$ cat config.mk
export PLATFORM = sky130hd
export DESIGN_NAME = hamming_secded_tx
export DESIGN_NICKNAME = d
export VERILOG_FILES = /design/src/rtl/hamming_secded_tx.sv
export SDC_FILE = /design/constraint.sdc
export NUM_CORES = 1
export LEC_CHECK = 0
export BUFFER_PORTS_ARGS = -buffer_cell sky130_fd_sc_hd__buf_2
export CORE_ASPECT_RATIO = 2
export CORE_MARGIN = 2
export CORE_UTILIZATION = 30
export DETAILED_ROUTE_END_ITERATION = 16
export HOLD_SLACK_MARGIN = 0.12
export MAX_ROUTING_LAYER = met4
export SLEW_MARGIN = 0
export SYNTH_ARGS = -nofsm -noshare
export SYNTH_HDL_FRONTEND = slang
export SYNTH_SLANG_ARGS = --single-unit
$ cat constraint.sdc
create_clock -name clk -period 2.7 [get_ports clk]
set_input_delay 0.135 -clock clk [delete_from_list [all_inputs] [get_ports clk]]
set_output_delay 0.135 -clock clk [all_outputs]
set_load 0.02 [all_outputs]
$ cat src/rtl/hamming_secded_tx.sv
// hamming_secded_tx
// -----------------------------------------------------------------------------
// Transmit side of the SEC-DED serial link. Each byte accepted over the
// valid/ready handshake is encoded into a 13-bit codeword (Hamming(12,8)
// plus an overall parity bit). The codeword is XORed with a per-frame
// injection mask and then shifted out LSB first. Each frame is one start
// bit, thirteen data bits and one stop bit.
//
// Ports
//   clk          system clock, rising edge
//   rst_n        asynchronous active-low reset
//   in_data      byte to send
//   in_inject    XOR mask applied to the codeword (bit i flips codeword bit i)
//   in_valid     in_data / in_inject valid
//   in_ready     block can accept a byte this cycle (IDLE only)
//   tx_serial    registered serial line
//   tx_busy      frame in progress (START, DATA, STOP)
//   tx_codeword  codeword of the current / last frame, after injection
//   frame_done   one-cycle pulse in the first IDLE cycle after STOP
// -----------------------------------------------------------------------------
module hamming_secded_tx #(
   parameter int   CLKS_PER_BIT = 4,
   parameter logic IDLE_LEVEL   = 1'b1
) (
   input  logic        clk,
   input  logic        rst_n,
   input  logic [7:0]  in_data,
   input  logic [12:0] in_inject,
   input  logic        in_valid,
   output logic        in_ready,
   output logic        tx_serial,
   output logic        tx_busy,
   output logic [12:0] tx_codeword,
   output logic        frame_done
);

   localparam int CNT_W = (CLKS_PER_BIT > 1) ? $clog2(CLKS_PER_BIT) : 1;
   localparam logic [CNT_W-1:0] CNT_LAST = CNT_W'(CLKS_PER_BIT - 1);

   typedef enum logic [1:0] {
      ST_IDLE  = 2'd0,
      ST_START = 2'd1,
      ST_DATA  = 2'd2,
      ST_STOP  = 2'd3
   } state_t;

   // Codeword bit i carries Hamming position i (1..12). Bit 0 carries the
   // overall parity, so that the complete word has even parity.
   function automatic logic [12:0] secded_encode(input logic [7:0] d);
      logic [12:0] w;
      w      = 13'd0;
      w[3]   = d[0];
      w[5]   = d[1];
      w[6]   = d[2];
      w[7]   = d[3];
      w[9]   = d[4];
      w[10]  = d[5];
      w[11]  = d[6];
      w[12]  = d[7];
      w[1]   = d[0] ^ d[1] ^ d[3] ^ d[4] ^ d[6];
      w[2]   = d[0] ^ d[2] ^ d[3] ^ d[5] ^ d[6];
      w[4]   = d[1] ^ d[2] ^ d[3] ^ d[7];
      w[8]   = d[4] ^ d[5] ^ d[6] ^ d[7];
      w[0]   = ^w[12:1];
      return w;
   endfunction

   state_t            state_r;
   logic [CNT_W-1:0]  clk_cnt_r;
   logic [3:0]        bit_cnt_r;
   logic [12:0]       shift_r;
   logic [12:0]       enc_word_s;
   logic              bit_end_s;
   logic              accept_s;

   assign enc_word_s = secded_encode(in_data) ^ in_inject;
   assign bit_end_s  = (clk_cnt_r == CNT_LAST);
   assign accept_s   = in_valid & in_ready;

   // Framing FSM: all outputs are registered. The line level for the next
   // bit is loaded on the same edge that enters that bit's state.
   always_ff @(posedge clk or negedge rst_n) begin
      if (!rst_n) begin
         state_r     <= ST_IDLE;
         clk_cnt_r   <= '0;
         bit_cnt_r   <= 4'd0;
         shift_r     <= 13'd0;
         tx_serial   <= IDLE_LEVEL;
         in_ready    <= 1'b1;
         tx_busy     <= 1'b0;
         tx_codeword <= 13'd0;
         frame_done  <= 1'b0;
      end else begin
         case (state_r)
            ST_IDLE: begin
               frame_done <= 1'b0;
               clk_cnt_r  <= '0;
               if (accept_s) begin
                  tx_codeword <= enc_word_s;
                  shift_r     <= enc_word_s;
                  tx_serial   <= ~IDLE_LEVEL;
                  in_ready    <= 1'b0;
                  tx_busy     <= 1'b1;
                  state_r     <= ST_START;
               end else begin
                  tx_serial <= IDLE_LEVEL;
               end
            end

            ST_START: begin
               if (bit_end_s) begin
                  clk_cnt_r <= '0;
                  bit_cnt_r <= 4'd0;
                  tx_serial <= shift_r[0];
                  state_r   <= ST_DATA;
               end else begin
                  clk_cnt_r <= clk_cnt_r + CNT_W'(1);
               end
            end

            ST_DATA: begin
               if (bit_end_s) begin
                  clk_cnt_r <= '0;
                  if (bit_cnt_r == 4'd12) begin
                     tx_serial <= IDLE_LEVEL;
                     state_r   <= ST_STOP;
                  end else begin
                     // Shift the next bit down, and drive it from the old bit 1.
                     shift_r   <= {1'b0, shift_r[12:1]};
                     tx_serial <= shift_r[1];
                     bit_cnt_r <= bit_cnt_r + 4'd1;
                  end
               end else begin
                  clk_cnt_r <= clk_cnt_r + CNT_W'(1);
               end
            end

            ST_STOP: begin
               if (bit_end_s) begin
                  clk_cnt_r  <= '0;
                  bit_cnt_r  <= 4'd0;
                  tx_serial  <= IDLE_LEVEL;
                  in_ready   <= 1'b1;
                  tx_busy    <= 1'b0;
                  frame_done <= 1'b1;
                  state_r    <= ST_IDLE;
               end else begin
                  clk_cnt_r <= clk_cnt_r + CNT_W'(1);
               end
            end

            default: begin
               state_r    <= ST_IDLE;
               clk_cnt_r  <= '0;
               bit_cnt_r  <= 4'd0;
               tx_serial  <= IDLE_LEVEL;
               in_ready   <= 1'b1;
               tx_busy    <= 1'b0;
               frame_done <= 1'b0;
            end
         endcase
      end
   end

endmodule

==> flow_results.xml, run 1 <==
<?xml version="1.0" encoding="UTF-8"?>
<metrics>
  <group name="logic_synthesis">
    <metric name="ys_ff_latch" unit="">38</metric>
    <metric name="synth-xor-area-share" unit="">0.128</metric>
    <metric name="synth_area_per_cell" unit="µm²">9.56</metric>
    <metric name="synth.area.mux_share" unit="">0.0289</metric>
    <metric name="synthFlopType" unit="">sky130_fd_sc_hd__dfrtp_1</metric>
    <metric name="proportion_of_netlist_area_held_by_the_largest_area_contributor" unit="">0.462</metric>
    <metric name="yosys.area_share.simple" unit="">0.133</metric>
    <metric name="post_synthesis_compound_gate_area_fraction" unit="">0.148</metric>
    <metric name="synth_edf_count" unit="">0</metric>
    <metric name="synth_top_family_by_area" unit="">compound AO/OA/AOI/OAI gates</metric>
    <metric name="synth.top_cells.by_area" unit="">sky130_fd_sc_hd__dfrtp_1, sky130_fd_sc_hd__xnor2_1, sky130_fd_sc_hd__nand2_1, sky130_fd_sc_hd__o21ai_1, sky130_fd_sc_hd__ha_1</metric>
    <metric name="synth_top_cells_by_count" unit="">sky130_fd_sc_hd__dfrtp_1, sky130_fd_sc_hd__nand2_1, sky130_fd_sc_hd__o21ai_1</metric>
    <metric name="sequential_fraction_of_the_synthesis_area" unit="">0.489</metric>
    <metric name="synth_adder_area_share" unit="">0.0449</metric>
    <metric name="synthesis.area" unit="mm²">0.00195</metric>
    <metric name="yosys_warnings" unit="">0</metric>
    <metric name="yosys.area.top_type" unit="">sky130_fd_sc_hd__dfrtp_1</metric>
    <metric name="netlist-cell-type-count" unit="">32</metric>
    <metric name="synth_cells" unit="">204</metric>
    <metric name="synthArstFlopShare" unit="">1.00</metric>
    <metric name="total_nets_after_synthesis" unit="">235</metric>
  </group>
  <group name="floorplan">
    <metric name="fp.coreArea" unit="mm²">0.00631</metric>
    <metric name="row_cnt" unit="">41</metric>
    <metric name="chipWidth" unit="µm">61.0</metric>
    <metric name="ioPinCount" unit="">41</metric>
    <metric name="die_area" unit="mm²">0.00720</metric>
    <metric name="die_height" unit="µm">118</metric>
    <metric name="start_util" unit="">0.309</metric>
  </group>
  <group name="finish">
    <metric name="syn_to_final_growth" unit="%">26.1</metric>
    <metric name="fin_nets" unit="">278</metric>
    <metric name="post_route_cells_drive_above_1_share" unit="">0.258</metric>
    <metric name="final_cells" unit="">334</metric>
    <metric name="diodes" unit="">0</metric>
    <metric name="layout.filler_cells" unit="">654</metric>
    <metric name="postLayoutCellArea" unit="mm²">0.00246</metric>
  </group>
  <group name="clock_network">
    <metric name="tritoncts_clock_tree" unit="">done</metric>
    <metric name="numCtsBuffers" unit="">5</metric>
    <metric name="cts_sinks" unit="">38</metric>
    <metric name="worstSkewPairLatency" unit="ns">0.29</metric>
    <metric name="worst_setup_hold_path_clk_slew" unit="ns">0.06</metric>
    <metric name="cts_max_level" unit="">2</metric>
    <metric name="clockBufferDepth" unit="">2</metric>
    <metric name="cts.root.buffer_cell" unit="">sky130_fd_sc_hd__clkbuf_16</metric>
  </group>
  <group name="place">
    <metric name="dpl.cell_count" unit="">325</metric>
    <metric name="placement.io_buffers" unit="">40</metric>
    <metric name="place.gp.congestion" unit="">0.797</metric>
    <metric name="hpwl" unit="mm">3.20</metric>
    <metric name="post_dp_cell_area" unit="mm²">0.00225</metric>
  </group>
  <group name="detailed_routing">
    <metric name="route.antenna.remaining_nets" unit="">0</metric>
    <metric name="detailedRoute.firstPassIterationCount" unit="">3</metric>
    <metric name="drt_wl_total" unit="mm">4.15</metric>
    <metric name="detail_route.iter0.violations" unit="">24</metric>
    <metric name="routed_wire_length_per_instance" unit="µm">12.4</metric>
    <metric name="detail_route.drc_violations" unit="">0</metric>
    <metric name="vias" unit="">1486</metric>
    <metric name="route.detailed.vias_per_inst" unit="">4.45</metric>
  </group>
  <group name="setup_path">
    <metric name="cp.arrival" unit="ns">2.35</metric>
    <metric name="worstSetupEndpointType" unit="">flop</metric>
    <metric name="path_max_fanout" unit="">13</metric>
    <metric name="crit_path_cell_trace" unit="">inv_1 &gt; ha_1 &gt; inv_1 &gt; a21oi_2 &gt; or3_4 &gt; or3_4 &gt; o31ai_1</metric>
    <metric name="criticalPathCategory" unit="">reg2reg</metric>
    <metric name="cp_slowest_cell" unit="">sky130_fd_sc_hd__dfrtp_1</metric>
    <metric name="setup.worst_path.start_class" unit="">flop</metric>
    <metric name="critical_path_required" unit="ns">2.90</metric>
    <metric name="critical-path-max-stage-delay" unit="ns">0.41</metric>
  </group>
  <group name="pwr">
    <metric name="share_comb_of_total_power" unit="">0.096</metric>
    <metric name="internal_power_component" unit="µW">1190</metric>
    <metric name="vdd_drop_max" unit="mV">0.391</metric>
    <metric name="p_leak" unit="µW">0.00115</metric>
    <metric name="p_seq_frac" unit="">0.381</metric>
    <metric name="power.density" unit="mW/mm²">608</metric>
    <metric name="power.switching_fraction" unit="">0.206</metric>
    <metric name="power.share.clock" unit="">0.523</metric>
    <metric name="power.net_switching" unit="µW">308</metric>
  </group>
  <group name="run_status">
    <metric name="outcome" unit="">completed</metric>
  </group>
  <group name="sta">
    <metric name="report.final.slew_viol_count" unit="">0</metric>
    <metric name="max_slew.worst_pin.slew" unit="ns">0.849</metric>
    <metric name="timing.final.setup_violations" unit="">0</metric>
    <metric name="setup_repair_after_global_routing_missed_its_margin" unit="">no</metric>
    <metric name="timing.final.crit_period" unit="ns">2.16</metric>
    <metric name="holdWs" unit="ns">0.153</metric>
    <metric name="layout_worst_path_cycle_share" unit="">0.799</metric>
    <metric name="finClkSkew" unit="ns">0.00652</metric>
    <metric name="finalSetupTns" unit="ns">0</metric>
    <metric name="hold_viol_final" unit="">0</metric>
    <metric name="max_freq" unit="MHz">464</metric>
    <metric name="slew-limit-headroom" unit="">0.434</metric>
  </group>
  <group name="global_route">
    <metric name="grtUsageTotal" unit="">0.138</metric>
    <metric name="grt_antenna_before_repair" unit="">0</metric>
    <metric name="grt_pass1_vias" unit="">1508</metric>
    <metric name="grt_max_degree" unit="">39</metric>
    <metric name="first_pass_grt_wire_length" unit="mm">7.03</metric>
    <metric name="gr-total-overflow" unit="">0</metric>
  </group>
  <group name="flow_run">
    <metric name="cap_viol_max_count" unit="">0</metric>
  </group>
  <group name="hold_path">
    <metric name="hold_path.class" unit="">in2reg</metric>
  </group>
</metrics>
==> flip-flops by register name (all words and copies together), names as in the netlist <==
register	flops
state_r	2
clk_cnt_r	2
tx_serial	1
in_ready	1
shift_r	13
tx_busy	1
bit_cnt_r	4
tx_codeword	13
frame_done	1
==> area by class of cell <==
| cell class | instances | area (µm²) | share of cell area |
|---|---|---|---|
| Timing Repair Buffer | 44 | 233 | 0.0946 |
| Sequential cell | 38 | 953 | 0.388 |
| Clock buffer | 6 | 139 | 0.0565 |
| Multi-Input combinational cell | 151 | 941 | 0.383 |
| Clock inverter | 2 | 60.1 | 0.0244 |
| Inverter | 7 | 26.3 | 0.0107 |
| Tap cell | 86 | 108 | 0.0437 |
==> through the flow <==
step	utilization	power [µW]	worst slack (ns)
floorplan	-	667	0.758
global placement	0.357	727	0.608
detailed placement	0.357	728	0.560
CTS	0.390	1530	0.550
global route	0.390	1560	0.387
finish	0.390	1500	0.543
==> worst paths after layout <==
path,endpoint,cells past startpoint,slack [ns],startpoint
max,bit_cnt_r[3],7,0.54,state_r[0]
min in group asynchronous,tx_codeword[2],2,0.50,rst_n
max in group asynchronous,shift_r[9],2,1.65,rst_n
min,tx_codeword[6],3,0.15,in_inject[6]
min reg2reg,clk_cnt_r[0],1,0.44,clk_cnt_r[0]
max reg2reg,bit_cnt_r[3],7,0.54,state_r[0]
==> layer usage <==
layer / part of all wire / GRT usage
met5: 0 / -
met4: 0.036 / 0.0829
met3: 0.038 / 0.0308
met2: 0.53 / 0.229
met1: 0.39 / 0.141
==> cells in the final DEF (no fill, tap or decap), drive strengths merged <==
cell type / n
nand2: 36
a211o: 1
o21ai: 34
dfrtp: 36
buf: 43
and3: 1
ha: 7
and2: 1
nand3: 3
mux2: 5
xnor3: 1
a221oi: 1
o32a: 1
xnor2: 20
or3: 2
dlygate4sd3: 1
nor3: 2
xor2: 5
o41ai: 1
clkbuf: 6
bufinv: 2
nand2b: 1
nor2: 13
a21oi: 13
nor2b: 1
inv: 7
dfstp: 2
a31oi: 1
o31ai: 1
==> what timing repair did <==
action / in CTS / in global routing
buffers inserted: 0 / 0
hold endpoints to repair: 36 / 0
hold buffers: 1 / 0
resized for setup: 0 / 0
==> power by group through the flow <==
| stage | logic, µW | clock network (µW) | registers (µW) |
|---|---|---|---|
| after floorplan | 87.3 | 0 | 580 |
| after global placement | 147 | 0 | 580 |
| after detailed placement | 148 | 0 | 580 |
| after CTS | 149 | 809 | 570 |
| after global routing | 161 | 825 | 569 |
| final | 143 | 783 | 570 |
==> worst max-delay path, delay by kind of cell (launching register included) <==
family | cells | cell delay (ns)
adder cells (fa/ha/maj) | 1 | 0.35
buffers and inverters | 2 | 0.24
AND/OR/NAND/NOR | 2 | 0.76
AO/OA/AOI/OAI | 2 | 0.31
flip-flops | 1 | 0.41
==> kinds of logic (layout without fill, tap and decap cells) <==
logic type                 count (synthesis)  after routing
xor gates and xnor gates                  26             26
DFF                                       38             38
and+or+nand+nor                           60             60
buffers and inverters                     15             59
adders and majority gates                  7              7
AOI/OAI and AO/OA                         53             53
muxes                                      5              5
No activity file was read; power rests on OpenSTA's default activity.
==> inputs of run 2 (changes only) <==
Settings changed: ABC_AREA from default to 1.
Clock period 2.7 ns to 2.14 ns, I/O delays scaled along.
==> run 2 against run 1 <==
  * Sequential power up 26%
  * Clock-buffer cell count up 1
  * Sequential share of layout area down 4.2 points
  * Flip-flop and latch count unchanged
  * Synthesized cell count up 41%
  * Area after synthesis up 16%
  * Final cell count up 29%
==> flow_results.xml, run 2 <==
<?xml version="1.0" encoding="UTF-8"?>
<metrics>
  <group name="logic_synthesis">
    <metric name="yosys_warnings" unit="">0</metric>
    <metric name="synthArstFlopShare" unit="">1.00</metric>
    <metric name="yosys.area.top_type" unit="">sky130_fd_sc_hd__dfrtp_1</metric>
    <metric name="synth_edf_count" unit="">0</metric>
    <metric name="synthesis.area" unit="mm²">0.00226</metric>
    <metric name="proportion_of_netlist_area_held_by_the_largest_area_contributor" unit="">0.399</metric>
    <metric name="synth_top_cells_by_count" unit="">sky130_fd_sc_hd__nand2_1, sky130_fd_sc_hd__dfrtp_1, sky130_fd_sc_hd__nand3_1</metric>
    <metric name="synth_cells" unit="">287</metric>
    <metric name="yosys.cell_count.top_type" unit="">sky130_fd_sc_hd__nand2_1</metric>
    <metric name="sequential_fraction_of_the_synthesis_area" unit="">0.422</metric>
    <metric name="total_nets_after_synthesis" unit="">318</metric>
    <metric name="netlist-cell-type-count" unit="">31</metric>
    <metric name="synthFlopType" unit="">sky130_fd_sc_hd__dfrtp_1</metric>
    <metric name="ys_ff_latch" unit="">38</metric>
    <metric name="synth_area_per_cell" unit="µm²">7.87</metric>
    <metric name="synth.top_cells.by_area" unit="">sky130_fd_sc_hd__dfrtp_1, sky130_fd_sc_hd__nand2_1, sky130_fd_sc_hd__nand3_1, sky130_fd_sc_hd__xor2_1, sky130_fd_sc_hd__inv_1</metric>
  </group>
  <group name="clock_network">
    <metric name="worst_setup_hold_path_clk_slew" unit="ns">0.06</metric>
    <metric name="cts_sinks" unit="">38</metric>
    <metric name="numCtsBuffers" unit="">5</metric>
    <metric name="cts.root.buffer_cell" unit="">sky130_fd_sc_hd__clkbuf_16</metric>
    <metric name="cts_repair_resize_count" unit="">0</metric>
    <metric name="worstSkewPairLatency" unit="ns">0.28</metric>
    <metric name="clockBufferDepth" unit="">2</metric>
    <metric name="cts_max_level" unit="">2</metric>
    <metric name="tritoncts_clock_tree" unit="">done</metric>
  </group>
  <group name="detailed_routing">
    <metric name="routed_wire_length_per_instance" unit="µm">12.5</metric>
    <metric name="wirelength_met1" unit="mm">1.91</metric>
    <metric name="drt_wl_total" unit="mm">5.39</metric>
    <metric name="met3RoutedLength" unit="µm">139</metric>
    <metric name="detail_route.drc_violations" unit="">0</metric>
    <metric name="detail_route.iter0.violations" unit="">37</metric>
    <metric name="topRoutingLayerUsed" unit="">met4</metric>
    <metric name="detailedRoute.firstPassIterationCount" unit="">4</metric>
    <metric name="met2_length" unit="mm">3.22</metric>
    <metric name="vias" unit="">1961</metric>
    <metric name="route.antenna.remaining_nets" unit="">0</metric>
    <metric name="route.detailed.vias_per_inst" unit="">4.56</metric>
  </group>
  <group name="finish">
    <metric name="syn_to_final_growth" unit="%">22.3</metric>
    <metric name="post_route_cells_drive_above_1_share" unit="">0.231</metric>
    <metric name="postLayoutCellArea" unit="mm²">0.00276</metric>
    <metric name="layout_commonest_cell" unit="">sky130_fd_sc_hd__nand2_1</metric>
    <metric name="fin_nets" unit="">368</metric>
    <metric name="reg.largest.list" unit="">shift_r: 13 flops, tx_codeword: 13 flops, bit_cnt_r: 4 flops</metric>
    <metric name="layout.filler_cells" unit="">810</metric>
    <metric name="diodes" unit="">0</metric>
    <metric name="highest_count_cells_in_the_layout_ignoring_fill_and_taps" unit="">sky130_fd_sc_hd__nand2_1, sky130_fd_sc_hd__buf_2, sky130_fd_sc_hd__dfrtp_1</metric>
  </group>
  <group name="setup_path">
    <metric name="criticalPathCategory" unit="">reg2reg</metric>
    <metric name="critical_path.reg2reg.endpoint" unit="">tx_busy</metric>
    <metric name="worst-r2r-setup-slack" unit="ns">0.24</metric>
    <metric name="critical_path_required" unit="ns">2.33</metric>
    <metric name="cp_slowest_cell" unit="">sky130_fd_sc_hd__dfrtp_1</metric>
    <metric name="r2r_start" unit="">state_r[0]</metric>
    <metric name="setup.worst_path.start_class" unit="">flop</metric>
    <metric name="critical-path-max-stage-delay" unit="ns">0.41</metric>
    <metric name="worstSetupEndpointType" unit="">flop</metric>
    <metric name="critPathMostFrequentCell" unit="">sky130_fd_sc_hd__inv_1</metric>
    <metric name="worst_setup_path_endpoint" unit="">tx_busy</metric>
    <metric name="crit_path_cell_trace" unit="">inv_1 &gt; ha_1 &gt; inv_1 &gt; nor2_2 &gt; inv_1 &gt; o21ai_0</metric>
    <metric name="worst_setup_path_startpoint" unit="">state_r[0]</metric>
    <metric name="path_max_fanout" unit="">15</metric>
    <metric name="worstRegToRegCells" unit="">6</metric>
    <metric name="cp.arrival" unit="ns">2.08</metric>
  </group>
  <group name="floorplan">
    <metric name="die_area" unit="mm²">0.00828</metric>
    <metric name="ioPinCount" unit="">41</metric>
    <metric name="die_height" unit="µm">127</metric>
    <metric name="start_util" unit="">0.311</metric>
    <metric name="chipWidth" unit="µm">65.4</metric>
    <metric name="row_cnt" unit="">44</metric>
    <metric name="fp.coreArea" unit="mm²">0.00727</metric>
  </group>
  <group name="sta">
    <metric name="timing.final.setup_violations" unit="">0</metric>
    <metric name="final.setup.worst_slack" unit="ns">0.241</metric>
    <metric name="slew-limit-headroom" unit="">0.689</metric>
    <metric name="max_slew.worst_pin.slew" unit="ns">0.466</metric>
    <metric name="holdWs" unit="ns">0.127</metric>
    <metric name="finClkSkew" unit="ns">0.00352</metric>
    <metric name="setup_repair_after_global_routing_missed_its_margin" unit="">no</metric>
    <metric name="max_freq" unit="MHz">527</metric>
    <metric name="report.final.slew_viol_count" unit="">0</metric>
    <metric name="timing.final.crit_period" unit="ns">1.90</metric>
    <metric name="layout_worst_path_cycle_share" unit="">0.888</metric>
    <metric name="finalSetupTns" unit="ns">0</metric>
    <metric name="hold_viol_final" unit="">0</metric>
  </group>
  <group name="run_status">
    <metric name="outcome" unit="">completed</metric>
  </group>
  <group name="place">
    <metric name="post_dp_cell_area" unit="mm²">0.00254</metric>
    <metric name="place_worst_setup_slack" unit="ns">0.110</metric>
    <metric name="hpwl" unit="mm">4.35</metric>
    <metric name="placement.io_buffers" unit="">40</metric>
    <metric name="place.gp.congestion" unit="">0.833</metric>
  </group>
  <group name="hold_path">
    <metric name="worst_hold_path.num_cells" unit="">4</metric>
    <metric name="hold_path.class" unit="">in2reg</metric>
  </group>
  <group name="global_route">
    <metric name="grt_antenna_before_repair" unit="">0</metric>
    <metric name="grt_max_degree" unit="">21</metric>
    <metric name="grt_pass1_vias" unit="">1956</metric>
    <metric name="grtUsageTotal" unit="">0.143</metric>
    <metric name="gr-total-overflow" unit="">0</metric>
    <metric name="first_pass_grt_wire_length" unit="mm">8.71</metric>
  </group>
  <group name="pwr">
    <metric name="vdd_drop_max" unit="mV">0.337</metric>
    <metric name="p_leak" unit="µW">0.00148</metric>
    <metric name="power.density" unit="mW/mm²">595</metric>
  </group>
  <group name="flow_run">
    <metric name="cap_viol_max_count" unit="">0</metric>
  </group>
</metrics>
run 2: cell count changes after synthesis, sizes merged, moves of 5 or more:
cell and change:
xnor2 -14, mux2 -5, xor2 +10, o21ai -18, inv +23, nand2 +54, nand3 +27, buf +7
run 2: through the flow:
| stage | power [µW] | cells | util |
|---|---|---|---|
| finish | 1650 | 430 | 0.380 |
| global route | 1710 | 430 | 0.380 |
| CTS | 1670 | 423 | 0.373 |
| detailed placement | 917 | 413 | 0.350 |
| global placement | 915 | 413 | 0.350 |
| floorplan | 849 | 287 | - |
run 2: cell families (layout without fill, tap and decap cells):
group,after synthesis,count (layout),share of synthesized area
AO/OA/AOI/OAI,37,37,0.0958
XOR/XNOR,21,21,0.0814
adder cells (fa/ha/maj),7,7,0.0388
buffers and inverters,41,92,0.0803
flip-flops,38,38,0.422
AND/OR/NAND/NOR,143,143,0.281
run 2: layout make-up:
cell class / count / area [µm²] / area share
clock inverter: 1 / 5.00 / 0.00181
timing repair buffer: 54 / 310 / 0.112
multi-input combinational: 208 / 1120 / 0.407
tap: 92 / 115 / 0.0417
sequential: 38 / 953 / 0.345
clock buffer: 7 / 143 / 0.0516
inverter: 30 / 113 / 0.0408
run 2: worst min-delay path by stage:
| stage | startpoint | end | slack, ns |
|---|---|---|---|
| finish | in_inject[10] | tx_codeword[10] | 0.13 |
| global route | in_inject[10] | tx_codeword[10] | 0.15 |
| detailed placement | rst_n | tx_codeword[11] | 0.09 |
| floorplan | rst_n | bit_cnt_r[0] | -0.19 |
| global placement | rst_n | tx_codeword[7] | 0.09 |
| CTS | in_inject[10] | tx_codeword[10] | 0.12 |
run 2: layer usage:
layer,global-route usage,vias to the layer above
li1,-,1010
met1,0.129,909
met2,0.282,34
met3,0.0160,8
met4,0.0699,0
met5,-,-
run 2: critical path, delay by kind of cell, from the launching register on:
family | cells | cell delay [ns]
buffers and inverters | 3 | 0.53
DFF | 1 | 0.41
and+or+nand+nor | 1 | 0.31
AOI/OAI and AO/OA | 1 | 0.28
adders and majority gates | 1 | 0.26
run 2: repair_timing:
action                     in CTS  in global routing
setup endpoints to repair       0                  4
hold endpoints to repair       19                  0
setup buffers                   0                  7
hold buffers                    2                  0
run 2: where the power goes:
group	total, µW	leakage, µW	switching, µW	internal, µW
logic	185	0.000902	118	66.8
registers	719	0.000499	0	719
clock network	741	0.0000739	280	461
total	1650	0.00148	398	1250
==> inputs of run 3 (changes only) <==
==> constraint.sdc (replaced) <==
create_clock -name clk -period 2.14 [get_ports clk]
set_input_delay 0.214 -clock clk [delete_from_list [all_inputs] [get_ports clk]]
set_output_delay 0.214 -clock clk [all_outputs]
set_load 0.02 [all_outputs]
==> run 3 against run 2 <==
  * Design area shrank 0.50%
  * Maximum frequency rose by 3.7%
  * Routed wire length is 1.3% higher
  * Worst setup slack gained 0.069 ns
  * Critical path type unchanged
==> flow_results.xml, run 3 (synthesized netlist as in run 2, its figures left out) <==
<?xml version="1.0" encoding="UTF-8"?>
<metrics>
  <group name="run_status">
    <metric name="outcome" unit="">completed</metric>
  </group>
  <group name="detailed_routing">
    <metric name="detailedRoute.firstPassIterationCount" unit="">4</metric>
    <metric name="drt_wl_total" unit="mm">5.46</metric>
    <metric name="route.detailed.vias_per_inst" unit="">4.57</metric>
    <metric name="vias" unit="">1947</metric>
    <metric name="detail_route.iter0.violations" unit="">46</metric>
    <metric name="detail_route.drc_violations" unit="">0</metric>
    <metric name="routed_wire_length_per_instance" unit="µm">12.8</metric>
    <metric name="route.antenna.remaining_nets" unit="">0</metric>
  </group>
  <group name="setup_path">
    <metric name="cp_slowest_cell" unit="">sky130_fd_sc_hd__dfrtp_1</metric>
    <metric name="cp.buffers_inverters" unit="">3</metric>
    <metric name="crit_path_cell_trace" unit="">inv_1 &gt; ha_1 &gt; inv_1 &gt; nor2_2 &gt; inv_1 &gt; nand2_1 &gt; o21ai_0</metric>
    <metric name="critical_path_required" unit="ns">2.29</metric>
    <metric name="critical-path-max-stage-delay" unit="ns">0.41</metric>
    <metric name="critPathTopFamily" unit="">buffers and inverters</metric>
    <metric name="cp.arrival" unit="ns">1.98</metric>
    <metric name="criticalPathCategory" unit="">reg2reg</metric>
    <metric name="path_max_fanout" unit="">15</metric>
    <metric name="worstSetupEndpointType" unit="">flop</metric>
    <metric name="setup.worst_path.start_class" unit="">flop</metric>
    <metric name="critPathMostFrequentCell" unit="">sky130_fd_sc_hd__inv_1</metric>
  </group>
  <group name="sta">
    <metric name="max_slew.worst_pin.slew" unit="ns">0.506</metric>
    <metric name="max_freq" unit="MHz">546</metric>
    <metric name="finClkSkew" unit="ns">0.000884</metric>
    <metric name="slew-limit-headroom" unit="">0.662</metric>
    <metric name="finalSetupTns" unit="ns">0</metric>
    <metric name="layout_worst_path_cycle_share" unit="">0.855</metric>
    <metric name="timing.final.crit_period" unit="ns">1.83</metric>
    <metric name="report.final.slew_viol_count" unit="">0</metric>
    <metric name="hold_viol_final" unit="">0</metric>
    <metric name="timing.final.setup_violations" unit="">0</metric>
    <metric name="setup_repair_after_global_routing_missed_its_margin" unit="">no</metric>
  </group>
  <group name="global_route">
    <metric name="first_pass_grt_wire_length" unit="mm">9.01</metric>
    <metric name="grtUsageTotal" unit="">0.147</metric>
    <metric name="grt_pass1_vias" unit="">1958</metric>
    <metric name="grt_antenna_before_repair" unit="">0</metric>
    <metric name="gr-total-overflow" unit="">0</metric>
    <metric name="grt_max_degree" unit="">24</metric>
  </group>
  <group name="place">
    <metric name="post_dp_cell_area" unit="mm²">0.00254</metric>
    <metric name="hpwl" unit="mm">4.47</metric>
    <metric name="dpl.cell_count" unit="">413</metric>
    <metric name="place.gp.congestion" unit="">0.837</metric>
    <metric name="placement.io_buffers" unit="">40</metric>
  </group>
  <group name="clock_network">
    <metric name="numCtsBuffers" unit="">5</metric>
    <metric name="cts_max_level" unit="">2</metric>
    <metric name="cts_repair_resize_count" unit="">0</metric>
    <metric name="clockBufferDepth" unit="">2</metric>
    <metric name="tritoncts_clock_tree" unit="">done</metric>
    <metric name="cts_sinks" unit="">38</metric>
    <metric name="cts.root.buffer_cell" unit="">sky130_fd_sc_hd__clkbuf_16</metric>
    <metric name="worstSkewPairLatency" unit="ns">0.28</metric>
    <metric name="worst_setup_hold_path_clk_slew" unit="ns">0.06</metric>
  </group>
  <group name="finish">
    <metric name="syn_to_final_growth" unit="%">21.7</metric>
    <metric name="fin_nets" unit="">364</metric>
    <metric name="diodes" unit="">0</metric>
    <metric name="postLayoutCellArea" unit="mm²">0.00275</metric>
    <metric name="sequential_cell_area" unit="µm²">953</metric>
    <metric name="post_route_cells_drive_above_1_share" unit="">0.228</metric>
    <metric name="final_cells" unit="">426</metric>
    <metric name="layout_commonest_cell" unit="">sky130_fd_sc_hd__nand2_1</metric>
    <metric name="multiInputGateArea" unit="mm²">0.00112</metric>
    <metric name="highest_count_cells_in_the_layout_ignoring_fill_and_taps" unit="">sky130_fd_sc_hd__nand2_1, sky130_fd_sc_hd__buf_2, sky130_fd_sc_hd__dfrtp_1</metric>
    <metric name="layout.filler_cells" unit="">803</metric>
    <metric name="reg.largest.list" unit="">shift_r: 13 flops, tx_codeword: 13 flops, bit_cnt_r: 4 flops</metric>
  </group>
  <group name="pwr">
    <metric name="p_leak" unit="µW">0.00146</metric>
    <metric name="power.density" unit="mW/mm²">622</metric>
    <metric name="power.switching_fraction" unit="">0.233</metric>
    <metric name="share_comb_of_total_power" unit="">0.108</metric>
    <metric name="power.net_switching" unit="µW">398</metric>
    <metric name="power.share.clock" unit="">0.472</metric>
    <metric name="internal_power_component" unit="µW">1310</metric>
    <metric name="p_seq_frac" unit="">0.421</metric>
    <metric name="total_power" unit="µW">1710</metric>
    <metric name="vdd_drop_max" unit="mV">0.357</metric>
  </group>
  <group name="floorplan">
    <metric name="start_util" unit="">0.311</metric>
    <metric name="chipWidth" unit="µm">65.4</metric>
    <metric name="fp.coreArea" unit="mm²">0.00727</metric>
    <metric name="die_height" unit="µm">127</metric>
    <metric name="row_cnt" unit="">44</metric>
    <metric name="die_area" unit="mm²">0.00828</metric>
    <metric name="ioPinCount" unit="">41</metric>
  </group>
  <group name="hold_path">
    <metric name="hold_path.class" unit="">in2reg</metric>
  </group>
  <group name="flow_run">
    <metric name="cap_viol_max_count" unit="">0</metric>
  </group>
</metrics>
[run 3: cell count changes in the layout (fill, tap and decap cells not counted), sizes merged]
| cell | previous run | this run |
|---|---|---|
| buf | 52 | 49 |
| clkbuf | 7 | 8 |
| clkinv | 1 | 0 |
| dlygate4sd3 | 2 | 1 |
[run 3: per-layer routing]
layer | part of all wire | vias to the layer above | GRT usage
met5 | 0 | - | -
met4 | 0.025 | 0 | 0.0674
met3 | 0.024 | 7 | 0.0186
met2 | 0.59 | 32 | 0.283
met1 | 0.36 | 908 | 0.137
li1 | - | 1000 | -
[run 3: area by class of cell]
cell class,instances,area share
clock buffers,8,0.0605
inverters,30,0.0410
multi-input cells,208,0.409
flip-flops and latches,38,0.347
well taps,92,0.0419
repair buffers,50,0.101
[run 3: repair_timing]
item                                    4_1_cts  5_1_grt
hold endpoints to repair                     21        0
setup buffers                                 0        4
endpoints found under the setup margin        0        3
hold buffers                                  1        0
[run 3: power by group through the flow]
stage | registers [µW] | clock network (µW) | logic, µW
2_1_floorplan | 732 | 0 | 117
3_3_place_gp | 732 | 0 | 184
3_5_place_dp | 732 | 0 | 185
4_1_cts | 719 | 824 | 186
5_1_grt | 719 | 843 | 210
6_report | 719 | 806 | 184
[run 3: final timing paths]
kind | depth (start not counted) | start | slack (ns) | to
setup / recovery | 7 | state_r[0] | 0.31 | tx_codeword[1]
hold / removal | 4 | in_inject[7] | 0.23 | tx_codeword[7]
setup reg to reg | 7 | state_r[0] | 0.31 | tx_codeword[1]
hold reg to reg | 1 | clk_cnt_r[0] | 0.44 | clk_cnt_r[0]
max in group asynchronous | 3 | rst_n | 1.09 | in_ready
min in group asynchronous | 2 | rst_n | 0.45 | tx_codeword[11]
[run 3: worst register-to-register path: stages, from the launching register on]
cell                      delay (ns)
sky130_fd_sc_hd__dfrtp_1        0.41
sky130_fd_sc_hd__inv_1          0.10
sky130_fd_sc_hd__ha_1           0.26
sky130_fd_sc_hd__inv_1          0.11
sky130_fd_sc_hd__nor2_2         0.29
sky130_fd_sc_hd__inv_1          0.31
sky130_fd_sc_hd__nand2_1        0.13
sky130_fd_sc_hd__o21ai_0        0.08
[run 3: per-stage QoR]
step	hold WS (ns)	util	setup WS [ns]
finish	0.231	0.378	0.309
global route	0.260	0.378	0.0695
CTS	0.232	0.374	0.144
detailed placement	0.217	0.350	0.161
global placement	0.231	0.350	0.170
floorplan	-0.0816	-	0.604
